<file path="src/rtl/usb_token_tx_ctrl.sv">
// USB token packet transmit sequencer: serialises PID, ADDR/ENDP and CRC-5 bits
// while steering an external serial CRC-5 datapath.
module usb_token_tx_ctrl (
    input  logic       clk_c,
    input  logic       reset,
    input  logic       tok_valid,
    output logic       tok_ready,
    input  logic [3:0] tok_pid,
    input  logic [6:0] tok_addr,
    input  logic [3:0] tok_endp,
    input  logic       tx_hold,
    input  logic       tx_abort,
    output logic       crc_rst,
    output logic       crc_cwe_z,
    output logic       crc_halt,
    output logic       crc_din,
    input  logic       crc_dout,
    output logic       tx_bit,
    output logic       tx_bit_valid,
    output logic       tx_last,
    output logic       busy
);

    typedef enum logic [2:0] {
        IDLE  = 3'd0,
        LOAD  = 3'd1,
        PID   = 3'd2,
        FIELD = 3'd3,
        CRC   = 3'd4
    } state_t;

    localparam logic [3:0] PID_LAST   = 4'd7;
    localparam logic [3:0] FIELD_LAST = 4'd10;
    localparam logic [3:0] CRC_LAST   = 4'd4;

    state_t      state;
    logic [3:0]  bit_cnt;
    logic [7:0]  pid_byte;
    logic [10:0] field_bits;

    always_ff @(posedge clk_c or posedge reset) begin
        if (reset) begin
            state      <= IDLE;
            bit_cnt    <= 4'd0;
            pid_byte   <= 8'd0;
            field_bits <= 11'd0;
        end else begin
            case (state)
                IDLE: begin
                    bit_cnt <= 4'd0;
                    if (tok_valid) begin
                        pid_byte   <= {~tok_pid, tok_pid};
                        field_bits <= {tok_endp, tok_addr};
                        state      <= LOAD;
                    end
                end
                LOAD: begin
                    bit_cnt <= 4'd0;
                    state   <= tx_abort ? IDLE : PID;
                end
                PID: begin
                    if (tx_abort) begin
                        state   <= IDLE;
                        bit_cnt <= 4'd0;
                    end else if (!tx_hold) begin
                        if (bit_cnt == PID_LAST) begin
                            state   <= FIELD;
                            bit_cnt <= 4'd0;
                        end else begin
                            bit_cnt <= bit_cnt + 4'd1;
                        end
                    end
                end
                FIELD: begin
                    if (tx_abort) begin
                        state   <= IDLE;
                        bit_cnt <= 4'd0;
                    end else if (!tx_hold) begin
                        if (bit_cnt == FIELD_LAST) begin
                            state   <= CRC;
                            bit_cnt <= 4'd0;
                        end else begin
                            bit_cnt <= bit_cnt + 4'd1;
                        end
                    end
                end
                CRC: begin
                    if (tx_abort) begin
                        state   <= IDLE;
                        bit_cnt <= 4'd0;
                    end else if (!tx_hold) begin
                        if (bit_cnt == CRC_LAST) begin
                            state   <= IDLE;
                            bit_cnt <= 4'd0;
                        end else begin
                            bit_cnt <= bit_cnt + 4'd1;
                        end
                    end
                end
                default: begin
                    state   <= IDLE;
                    bit_cnt <= 4'd0;
                end
            endcase
        end
    end

    // The CRC datapath only runs in FIELD/CRC; it is held in reset while idle
    // and during the abort cycle so a stale remainder never leaks into a token.
    always_comb begin
        tok_ready    = 1'b0;
        busy         = 1'b1;
        crc_rst      = 1'b0;
        crc_cwe_z    = 1'b0;
        crc_halt     = 1'b1;
        crc_din      = 1'b0;
        tx_bit       = 1'b0;
        tx_bit_valid = 1'b0;
        tx_last      = 1'b0;
        case (state)
            IDLE: begin
                tok_ready = 1'b1;
                busy      = 1'b0;
                crc_rst   = 1'b1;
            end
            LOAD: begin
                crc_rst = 1'b1;
            end
            PID: begin
                crc_rst      = tx_abort;
                tx_bit       = pid_byte[bit_cnt[2:0]];
                tx_bit_valid = 1'b1;
            end
            FIELD: begin
                crc_rst      = tx_abort;
                crc_cwe_z    = 1'b1;
                crc_halt     = tx_hold;
                crc_din      = field_bits[bit_cnt];
                tx_bit       = crc_dout;
                tx_bit_valid = 1'b1;
            end
            CRC: begin
                crc_rst      = tx_abort;
                crc_halt     = tx_hold;
                tx_bit       = crc_dout;
                tx_bit_valid = 1'b1;
                tx_last      = (bit_cnt == CRC_LAST) && !tx_abort;
            end
            default: begin
                crc_rst = 1'b1;
            end
        endcase
    end

endmodule

</file>
<file path="config.mk">
export PLATFORM = sky130hd
export DESIGN_NAME = usb_token_tx_ctrl
export DESIGN_NICKNAME = d
export VERILOG_FILES = /design/src/rtl/usb_token_tx_ctrl.sv
export SDC_FILE = /design/constraint.sdc
export NUM_CORES = 1
export LEC_CHECK = 0
export ABC_AREA = 1
export CORE_MARGIN = 4
export CORE_UTILIZATION = 57
export DETAILED_ROUTE_END_ITERATION = 10
export PLACE_DENSITY = 0.9
export SYNTH_ARGS = -nofsm -noshare
export SYNTH_HDL_FRONTEND = slang
export SYNTH_SLANG_ARGS = --single-unit
</file>
<file path="constraint.sdc">
create_clock -name clk_c -period 3.73 [get_ports clk_c]
set_clock_uncertainty 0.15 [all_clocks]
set_input_delay 0.746 -clock clk_c [delete_from_list [all_inputs] [get_ports clk_c]]
set_output_delay 0.746 -clock clk_c [all_outputs]
set_load 0.01 [all_outputs]
</file>
# Yosys cells after proc, flatten, opt, wreduce, memory -nomap -nowiden
# Cells that the tools add are included.
# classes
add_sub_neg	1
order_cmp	2
n_eq_ne	14
n_mux	35
bitwise	1
n_reduce_logical	8
# ops
cell	count
2-to-1 mux 4 bit	9
2-to-1 mux 3 bit	10
!= test 3 bit (second input constant)	6
case mux 3 bit (5 select lines)	1
case mux 4 bit (3 select lines)	1
2-to-1 mux 1 bit	10
== test 4 x 3 -> 1 bit (second input constant)	2
AND reduction 7 bit	1
== test 3 x 2 -> 1 bit (second input constant)	2
< comparator 4 x 5 -> 1 bit (second input constant)	1
adder 4 x 1 -> 4 bit (second input constant)	1
binary-select mux 1 bit (select 4 bit)	1
== test 4 bit (second input constant)	1
< comparator 3 x 4 -> 1 bit (second input constant)	1
NOT 4 bit	1
binary-select mux 1 bit (select 3 bit)	1
== test 3 x 1 -> 1 bit (second input constant)	1
== test 3 bit (second input constant)	1
zero test 3 bit	1
AND reduction 3 bit	1
OR reduction 3 bit	1
2-to-1 mux 2 bit	1
!= test 2 bit (second input constant)	1
case mux 1 bit (2 select lines)	1
4 further kinds	4
# word_totals
register_bits	26

# Longest topological paths before layout
# Gate-level depths: netlist of the first run.
# logic_depth
depth_word	5
ltp_mapped	10

# Least setup slack after synthesis of the first run
# Ideal clock, no wire load.
# synth_timing
kind	input port to output port
startpoint	in tx_abort
endpoint	out tx_last
arrival_ps	1214
t_required_ps	2834
setup_slack_ps	1620
cell_stages	3
path_buffers	0
cell_sequence	inv_1 -> nand3_2 -> nor2_1
# synth_via
elab_chain_len	3
# synth_rtl
item	line	text
start, declared	12	input logic tx_abort,
zero test 1 bit	147	tx_last = (bit_cnt == CRC_LAST) && !tx_abort;
logical AND 1 bit	147	
2-to-1 mux 1 bit	120	case (state)
end, declared	20	output logic tx_last,
# No other way between the ends.

# Worst setup path in the final report of the first run
# Same ends and word-level chain as after synthesis.

==> parameters.txt, run 1 <==
Parameter                              Value

Global routing
  Met1 global-route usage    21.4%
  Met2 usage in global routing    31.4%
  Via count of the first global-routing pass    1,410
  Initial antenna violation count    0
  First-pass GRT wire length    5.82 mm
  Met3 Usage GRT    4.44%
  Most Used Layer, Global Route    met2
  Grt ovf    0
  Pin count of the biggest net entering global routing    27
  Total routing usage reported by global routing    17.8%

Timing
  Number of endpoints with negative hold slack in the final report    0
  Total negative setup slack    0 ns
  Transition time of the tightest slew-check pin    0.932 ns
  Setup repair after global routing missed its margin    false
  Count of final max-slew check failures    0
  Worst relative slew slack    37.8%
  Number of endpoints failing setup at the final stage    0
  Minimum period implied by the final worst setup slack    3.23 ns
  Final worst path period share    86.7%
  Achievable clock frequency    0.309 GHz

Setup path
  Required time of the critical path    2.83 ns
  Library cell appearing most often on the critical path    sky130_fd_sc_hd__clkdlybuf4s50_1
  Type of destination of the critical path    output port
  Crit path buf inv count    3
  Startpoint of the worst register-to-register path    bit_cnt[0]
  Reg2reg path depth    8
  End point of the critical path    tx_last
  Critical-path cell list    clkdlybuf4s50_1, inv_1, nand3_2, nor2_1, clkdlybuf4s50_1
  CP delay by family, top    buffers and inverters
  Crit Reg-Reg Endpoint    state[1]
  Delay of the slowest cell on the worst path    0.55 ns
  Crit path max-delay cell type    sky130_fd_sc_hd__clkdlybuf4s50_1
  Maximum fanout along the worst path    7
  Register-to-register setup slack    1.63 ns
  Arrival time of the worst setup path    2.34 ns
  Critical path depth    5
  Launch point of the worst path    tx_abort
  Critical path type    in -> out
  Critical path startpoint category    primary input

Synth
  Synthesized-area fraction occupied by ao, oa, aoi and oai cells    9.94%
  Proportion of synthesized chip area in sequential cells    37.4%
  Number of synthesized register bits    26
  Most used DFF post-synth    sky130_fd_sc_hd__dfrtp_1
  Yosys warning total    0
  Area share of fa/ha/maj cells after synthesis    2.16%
  Xor/xnor share of the synthesized area    0.504%
  Post-synth cell types    32
  Number of enable flip-flop cells after synthesis    0
  Syn Inst Count    227
  Post-synth net total    251
  Async SR Flop Fraction    100%
  Fraction of synthesized area in multiplexers    0%
  Largest family of logic cells by synthesized area    simple AND/OR/NAND/NOR gates
  Mapped Avg Cell Area    7.66 um^2
  Post-synthesis instance area    0.00174 mm^2
  Area share of and/or/nand/nor cells after synthesis    39.2%

Finish
  Proportion of layout cells with a drive suffix above 1    17.8%
  Area delta synth->final    17.7%
  Final non-filler cell area    0.00205 mm^2
  Inserted Diodes    0
  Layout fillers    224
  Nets    278

Route
  Remaining antenna violation count    0
  Aggregate routed wire length    3.31 mm
  # DRC    0
  Router iterations before antenna repair    4
  Routed len/inst    11.7 um
  Number of vias after detailed routing    1,484
  Number of vias per cell    5.23
  Number of DRC markers after the initial detailed-route iteration    59

Clock network
  Worst-Skew Late Latency    0.32 ns
  Number of buffers between clock root and the deepest sink    2
  Buffers inserted during post-CTS setup optimization    0
  Root cell of the clock tree    sky130_fd_sc_hd__clkbuf_4
  Number of buffers inserted for hold repair after clock tree synthesis    0
  Clock-pin transition on the worst setup and hold timing paths    0.13 ns
  CTS tree    built
  Num Clock Sinks    26
  Clock H-tree levels    1
  Post-cts sizing count    0
  Cts bufs inserted    3

Pwr
  Worst VDD drop    0.400 mV
  Lkg Pwr    1.04 nW
  Power per cell area    602 mW/mm^2

Job
  Max-capacitance violation count    0

Placed design
  Number of buffer cells added on primary ports    29
  Routability Congestion    0.887
  Area after DPL    0.00201 mm^2
  Detail Placement HPWL    2.56 mm

Run status
  Status    finished, final reports clean

Floorplanning
  Die width    63.2 um
  Area inside the core boundary    0.00283 mm^2
  Initial standard-cell utilization of the core    61.4%
  Ports    30
  Die area    0.00400 mm^2
  Floorplan die height    63.2 um
  Row count    19

Hold path
  Hold WC Path Type    reg -> reg
## area by class of cell
type,instances,area (um^2),share of cell area (%)
Inverter,33,130,6.36
Multi-Input combinational cell,161,900,44.0
Sequential cell,26,651,31.8
Clock buffer,4,36.3,1.77
Timing Repair Buffer,29,290,14.2
Tap cell,31,38.8,1.90
## cell families (layout without fill, tap and decap cells)
family                     after synthesis  after routing
xor gates and xnor gates                 1              1
and+or+nand+nor                        130            130
AOI/OAI and AO/OA                       27             27
DFF                                     26             26
buffers and inverters                   40             66
adders and majority gates                3              3
## layout by cell type, fill, tap and decap left out, types with 2 or more instances in the layout
master / n
sky130_fd_sc_hd__a21oi_1: 4
sky130_fd_sc_hd__ha_1: 3
sky130_fd_sc_hd__nand3_2: 3
sky130_fd_sc_hd__dfrtp_1: 26
sky130_fd_sc_hd__o21ai_0: 11
sky130_fd_sc_hd__nand2_1: 60
sky130_fd_sc_hd__o21ai_2: 5
sky130_fd_sc_hd__o211ai_1: 3
sky130_fd_sc_hd__nor2_2: 5
sky130_fd_sc_hd__nand4_1: 2
sky130_fd_sc_hd__nor2_4: 4
sky130_fd_sc_hd__nand3_1: 17
sky130_fd_sc_hd__nand2_2: 10
sky130_fd_sc_hd__nand2_4: 3
sky130_fd_sc_hd__inv_2: 3
sky130_fd_sc_hd__inv_1: 28
sky130_fd_sc_hd__nor2_1: 20
sky130_fd_sc_hd__o21bai_1: 2
sky130_fd_sc_hd__clkbuf_4: 3
sky130_fd_sc_hd__clkdlybuf4s50_1: 29
## power breakdown
part           total, W  internal, W  switching [W]
Combinational  0.000604     0.000255       0.000350
Clock          0.000139    0.0000597      0.0000795
Sequential     0.000487     0.000395      0.0000922
## cells in the mapped netlist, types with 2 or more instances
library cell                n  area, um^2
sky130_fd_sc_hd__a21oi_1    4        20.0
sky130_fd_sc_hd__buf_2      4        20.0
sky130_fd_sc_hd__buf_6      2        22.5
sky130_fd_sc_hd__dfrtp_1   26         651
sky130_fd_sc_hd__ha_1       3        37.5
sky130_fd_sc_hd__inv_1     28         105
sky130_fd_sc_hd__inv_2      3        11.3
sky130_fd_sc_hd__nand2_1   60         225
sky130_fd_sc_hd__nand2_2   10        62.6
sky130_fd_sc_hd__nand2_4    3        33.8
sky130_fd_sc_hd__nand3_1   17        85.1
sky130_fd_sc_hd__nand3_2    3        30.0
sky130_fd_sc_hd__nand4_1    2        12.5
sky130_fd_sc_hd__nor2_1    20        75.1
sky130_fd_sc_hd__nor2_2     5        31.3
sky130_fd_sc_hd__nor2_4     4        45.0
sky130_fd_sc_hd__o211ai_1   3        22.5
sky130_fd_sc_hd__o21ai_0   11        55.1
sky130_fd_sc_hd__o21ai_2    5        43.8
sky130_fd_sc_hd__o21bai_1   2        15.0
## worst min path at each step
stage | startpoint | to | slack [ns] | depth (start not counted)
floorplan | field_bits[0] | field_bits[0] | 0.29 | 2
global placement | field_bits[7] | field_bits[7] | 0.31 | 2
detailed placement | field_bits[5] | field_bits[5] | 0.31 | 2
CTS | field_bits[7] | field_bits[7] | 0.34 | 2
global route | field_bits[6] | field_bits[6] | 0.37 | 2
finish | field_bits[0] | field_bits[0] | 0.34 | 2
## tightest hold or removal path: stages (launching register included)
cell	delay, ns
sky130_fd_sc_hd__dfrtp_1	0.37
sky130_fd_sc_hd__nand2_1	0.05
sky130_fd_sc_hd__nand2_1	0.05
## registers in the layout (all words and copies together), names as in the netlist
register	cells
field_bits	11
pid_byte	8
bit_cnt	4
state	3
## layer usage
layer  share of wire, %  wire, um
met5                  0         0
met4                1.6        54
met3                4.9       163
met2                 51      1680
met1                 43      1420
## stage by stage
step                setup WS (ns)  hold WS, ns  total power (W)  cells  util [%]
finish                      0.495        0.344          0.00123    284      72.3
global route                0.320        0.371          0.00133    284      72.3
CTS                         0.497        0.344          0.00124    284      72.3
detailed placement          0.498        0.312          0.00110    280      71.0
global placement            0.543        0.311          0.00108    280      71.0
floorplan                    1.62        0.291         0.000940    227         -
No activity file was read; power rests on OpenSTA's default activity.
==> run 2, diff against run 1 <==
--- a/config.mk
+++ b/config.mk
@@ -6,10 +6,14 @@
 export NUM_CORES = 1
 export LEC_CHECK = 0
 export ABC_AREA = 1
+export CELL_PAD_IN_SITES_DETAIL_PLACEMENT = 1
+export CELL_PAD_IN_SITES_GLOBAL_PLACEMENT = 2
 export CORE_MARGIN = 4
-export CORE_UTILIZATION = 57
+export CORE_UTILIZATION = 32
+export CTS_CLUSTER_SIZE = 10
 export DETAILED_ROUTE_END_ITERATION = 10
-export PLACE_DENSITY = 0.9
+export PLACE_DENSITY = 0.88
+export RECOVER_POWER = 25
 export SYNTH_ARGS = -nofsm -noshare
 export SYNTH_HDL_FRONTEND = slang
 export SYNTH_SLANG_ARGS = --single-unit
==> run 2 against run 1 <==
Net effect:
- core utilization decreased by 32 points
- design area increased by 1.7%
- maximum frequency decreased by 1.6%
- critical path type unchanged
- worst hold slack got worse by 0.016 ns
- worst setup slack got worse by 0.053 ns
==> parameters.txt, run 2 (synthesized netlist as in run 1, its figures left out) <==
Parameter                              Value

Timing
  Setup repair after global routing missed its margin    false (unchanged)
  Final worst setup slack    0.443 ns (was 0.495 ns)
  Number of endpoints failing setup at the final stage    0 (unchanged)
  Final worst path period share    88.1% (was 86.7%)
  Transition time of the tightest slew-check pin    0.987 ns (was 0.932 ns)
  Worst relative slew slack    34.1% (was 37.8%)
  Minimum period implied by the final worst setup slack    3.29 ns (was 3.23 ns)
  Count of final max-slew check failures    0 (unchanged)
  Smallest hold slack    0.328 ns (was 0.344 ns)
  Number of endpoints with negative hold slack in the final report    0 (unchanged)
  Total negative setup slack    0 ns (unchanged)
  Achievable clock frequency    0.304 GHz (was 0.309 GHz)

Finish
  Layout fillers    652 (was 224)
  Nets    279 (was 278)
  Flip-flop count of the largest register after layout    11 (unchanged)
  Area delta synth->final    19.7% (was 17.7%)
  Area occupied by multi-input gates    877 um^2 (was 900 um^2)
  Proportion of layout cells with a drive suffix above 1    16.2% (was 17.8%)
  Combined flip-flop and latch cell area    651 um^2 (unchanged)
  Top Registers    field_bits x11, pid_byte x8, bit_cnt x4 (unchanged)
  Most frequent cells in the layout    61 x sky130_fd_sc_hd__nand2_1, 29 x sky130_fd_sc_hd__clkdlybuf4s50_1, 28 x sky130_fd_sc_hd__inv_1 (was 60 x sky130_fd_sc_hd__nand2_1, 29 x sky130_fd_sc_hd__clkdlybuf4s50_1, 28 x sky130_fd_sc_hd__inv_1)
  Leading cell type in the layout, fill and taps excluded    sky130_fd_sc_hd__nand2_1 (unchanged)
  Inserted Diodes    0 (unchanged)
  Final non-filler cell area    0.00208 mm^2 (was 0.00205 mm^2)
  Largest register by flop count    field_bits (unchanged)

Pwr
  Lkg Pwr    1.03 nW (was 1.04 nW)
  Final Power    0.00124 W (was 0.00123 W)
  Power per cell area    595 mW/mm^2 (was 602 mW/mm^2)
  Worst VDD drop    0.258 mV (was 0.400 mV)

Clock network
  Number of buffers inserted for hold repair after clock tree synthesis    0 (unchanged)
  Post-cts sizing count    0 (unchanged)
  Clock H-tree levels    1 (unchanged)
  Buffers inserted during post-CTS setup optimization    0 (unchanged)
  Clock-pin transition on the worst setup and hold timing paths    0.08 ns (was 0.13 ns)
  Number of buffers between clock root and the deepest sink    2 (unchanged)
  Num Clock Sinks    26 (unchanged)
  CTS tree    built (unchanged)
  Root cell of the clock tree    sky130_fd_sc_hd__clkbuf_8 (was sky130_fd_sc_hd__clkbuf_4)
  Worst-Skew Late Latency    0.27 ns (was 0.32 ns)
  Cts bufs inserted    3 (unchanged)

Route
  # DRC    0 (unchanged)
  Remaining antenna violation count    0 (unchanged)
  Number of vias per cell    4.56 (was 5.23)
  Number of DRC markers after the initial detailed-route iteration    38 (was 59)
  Number of vias after detailed routing    1,473 (was 1,484)
  Router iterations before antenna repair    4 (unchanged)
  Aggregate routed wire length    4.09 mm (was 3.31 mm)
  Routed len/inst    12.7 um (was 11.7 um)

Setup path
  Arrival time of the worst setup path    2.39 ns (was 2.34 ns)
  Type of destination of the critical path    output port (unchanged)
  Crit Reg-Reg Endpoint    pid_byte[2] (was state[1])
  Critical path startpoint category    primary input (unchanged)
  Reg2reg path depth    4 (was 8)
  Register-to-register setup slack    0.82 ns (was 1.63 ns)
  Maximum fanout along the worst path    7 (unchanged)
  Critical path type    in -> out (unchanged)
  Required time of the critical path    2.83 ns (about the same)
  Startpoint of the worst register-to-register path    state[2] (was bit_cnt[0])

Hold path
  Hold wc startpoint    field_bits[7] (was field_bits[0])
  Hold endpoint    field_bits[7] (was field_bits[0])
  Hold WC Path Type    reg -> reg (unchanged)
  Cell depth of the worst min-delay path    2 (unchanged)

Global routing
  Pin count of the biggest net entering global routing    27 (unchanged)
  First-pass GRT wire length    7.13 mm (was 5.82 mm)
  Via count of the first global-routing pass    1,552 (was 1,410)
  Grt ovf    0 (unchanged)
  Total routing usage reported by global routing    13.9% (was 17.8%)
  Initial antenna violation count    0 (unchanged)

Floorplanning
  Floorplan die height    81.7 um (was 63.2 um)
  Row count    26 (was 19)
  Initial standard-cell utilization of the core    33.6% (was 61.4%)
  Die area    0.00667 mm^2 (was 0.00400 mm^2)
  Area inside the core boundary    0.00517 mm^2 (was 0.00283 mm^2)
  Ports    30 (unchanged)
  Die width    81.7 um (was 63.2 um)

Placed design
  Routability Congestion    0.745 (was 0.887)
  Area after DPL    0.00207 mm^2 (was 0.00201 mm^2)
  Number of buffer cells added on primary ports    29 (unchanged)
  Detail Placement HPWL    3.20 mm (was 2.56 mm)
  Placement-stage worst setup slack    0.450 ns (was 0.498 ns)

Job
  Max-capacitance violation count    0 (unchanged)

Run status
  Status    finished, final reports clean (unchanged)
[run 2: cell count changes in the layout (fill, tap and decap cells not counted), sizes merged]
cell / change
buf: +1
inv: -2
clkinv: +1
clkbuf: -1
clkinvlp: +1
[run 2: layer usage]
metal | global-route usage [%] | routed length (um) | vias to the layer above
met5 | 0 | 0 | -
met4 | 5.48 | 69 | 0
met3 | 2.19 | 104 | 6
met2 | 23.6 | 2000 | 19
met1 | 17.5 | 1910 | 689
li1 | - | - | 759
[run 2: metrics by stage]
step                util [%]  cells
finish                  40.2    323
global route            40.2    323
CTS                     40.7    323
detailed placement      39.9    320
global placement        39.9    320
floorplan                  -    227
[run 2: worst max-delay path by stage]
stage          slack [ns]       to      from  cells after the start
6_report             0.44  tx_last  tx_abort                      5
5_1_grt              0.31  tx_last  tx_abort                      5
4_1_cts              0.45  tx_last  tx_abort                      5
3_5_place_dp         0.45  tx_last  tx_abort                      5
3_3_place_gp         0.50  tx_last  tx_abort                      5
2_1_floorplan        1.62  tx_last  tx_abort                      3
[run 2: layout make-up]
type                            instances  share of cell area (%)
Clock buffer                            3                    1.98
Inverter                               33                    6.07
Multi-Input combinational cell        161                    42.2
Sequential cell                        26                    31.3
Tap cell                               70                    4.21
Timing Repair Buffer                   30                    14.3
[run 2: where the power goes]
part	switching (W)	total, W	internal (W)	leakage [nW]
Combinational	0.000359	0.000608	0.000249	0.682
Clock	0.0000865	0.000159	0.0000725	0.0216
Sequential	0.0000740	0.000470	0.000396	0.324
[run 2: worst max-delay path: stages]
cell	delay, ns
sky130_fd_sc_hd__clkdlybuf4s50_1	0.53
sky130_fd_sc_hd__inv_1	0.29
sky130_fd_sc_hd__nand3_2	0.14
sky130_fd_sc_hd__nor2_1	0.13
sky130_fd_sc_hd__clkdlybuf4s50_1	0.55
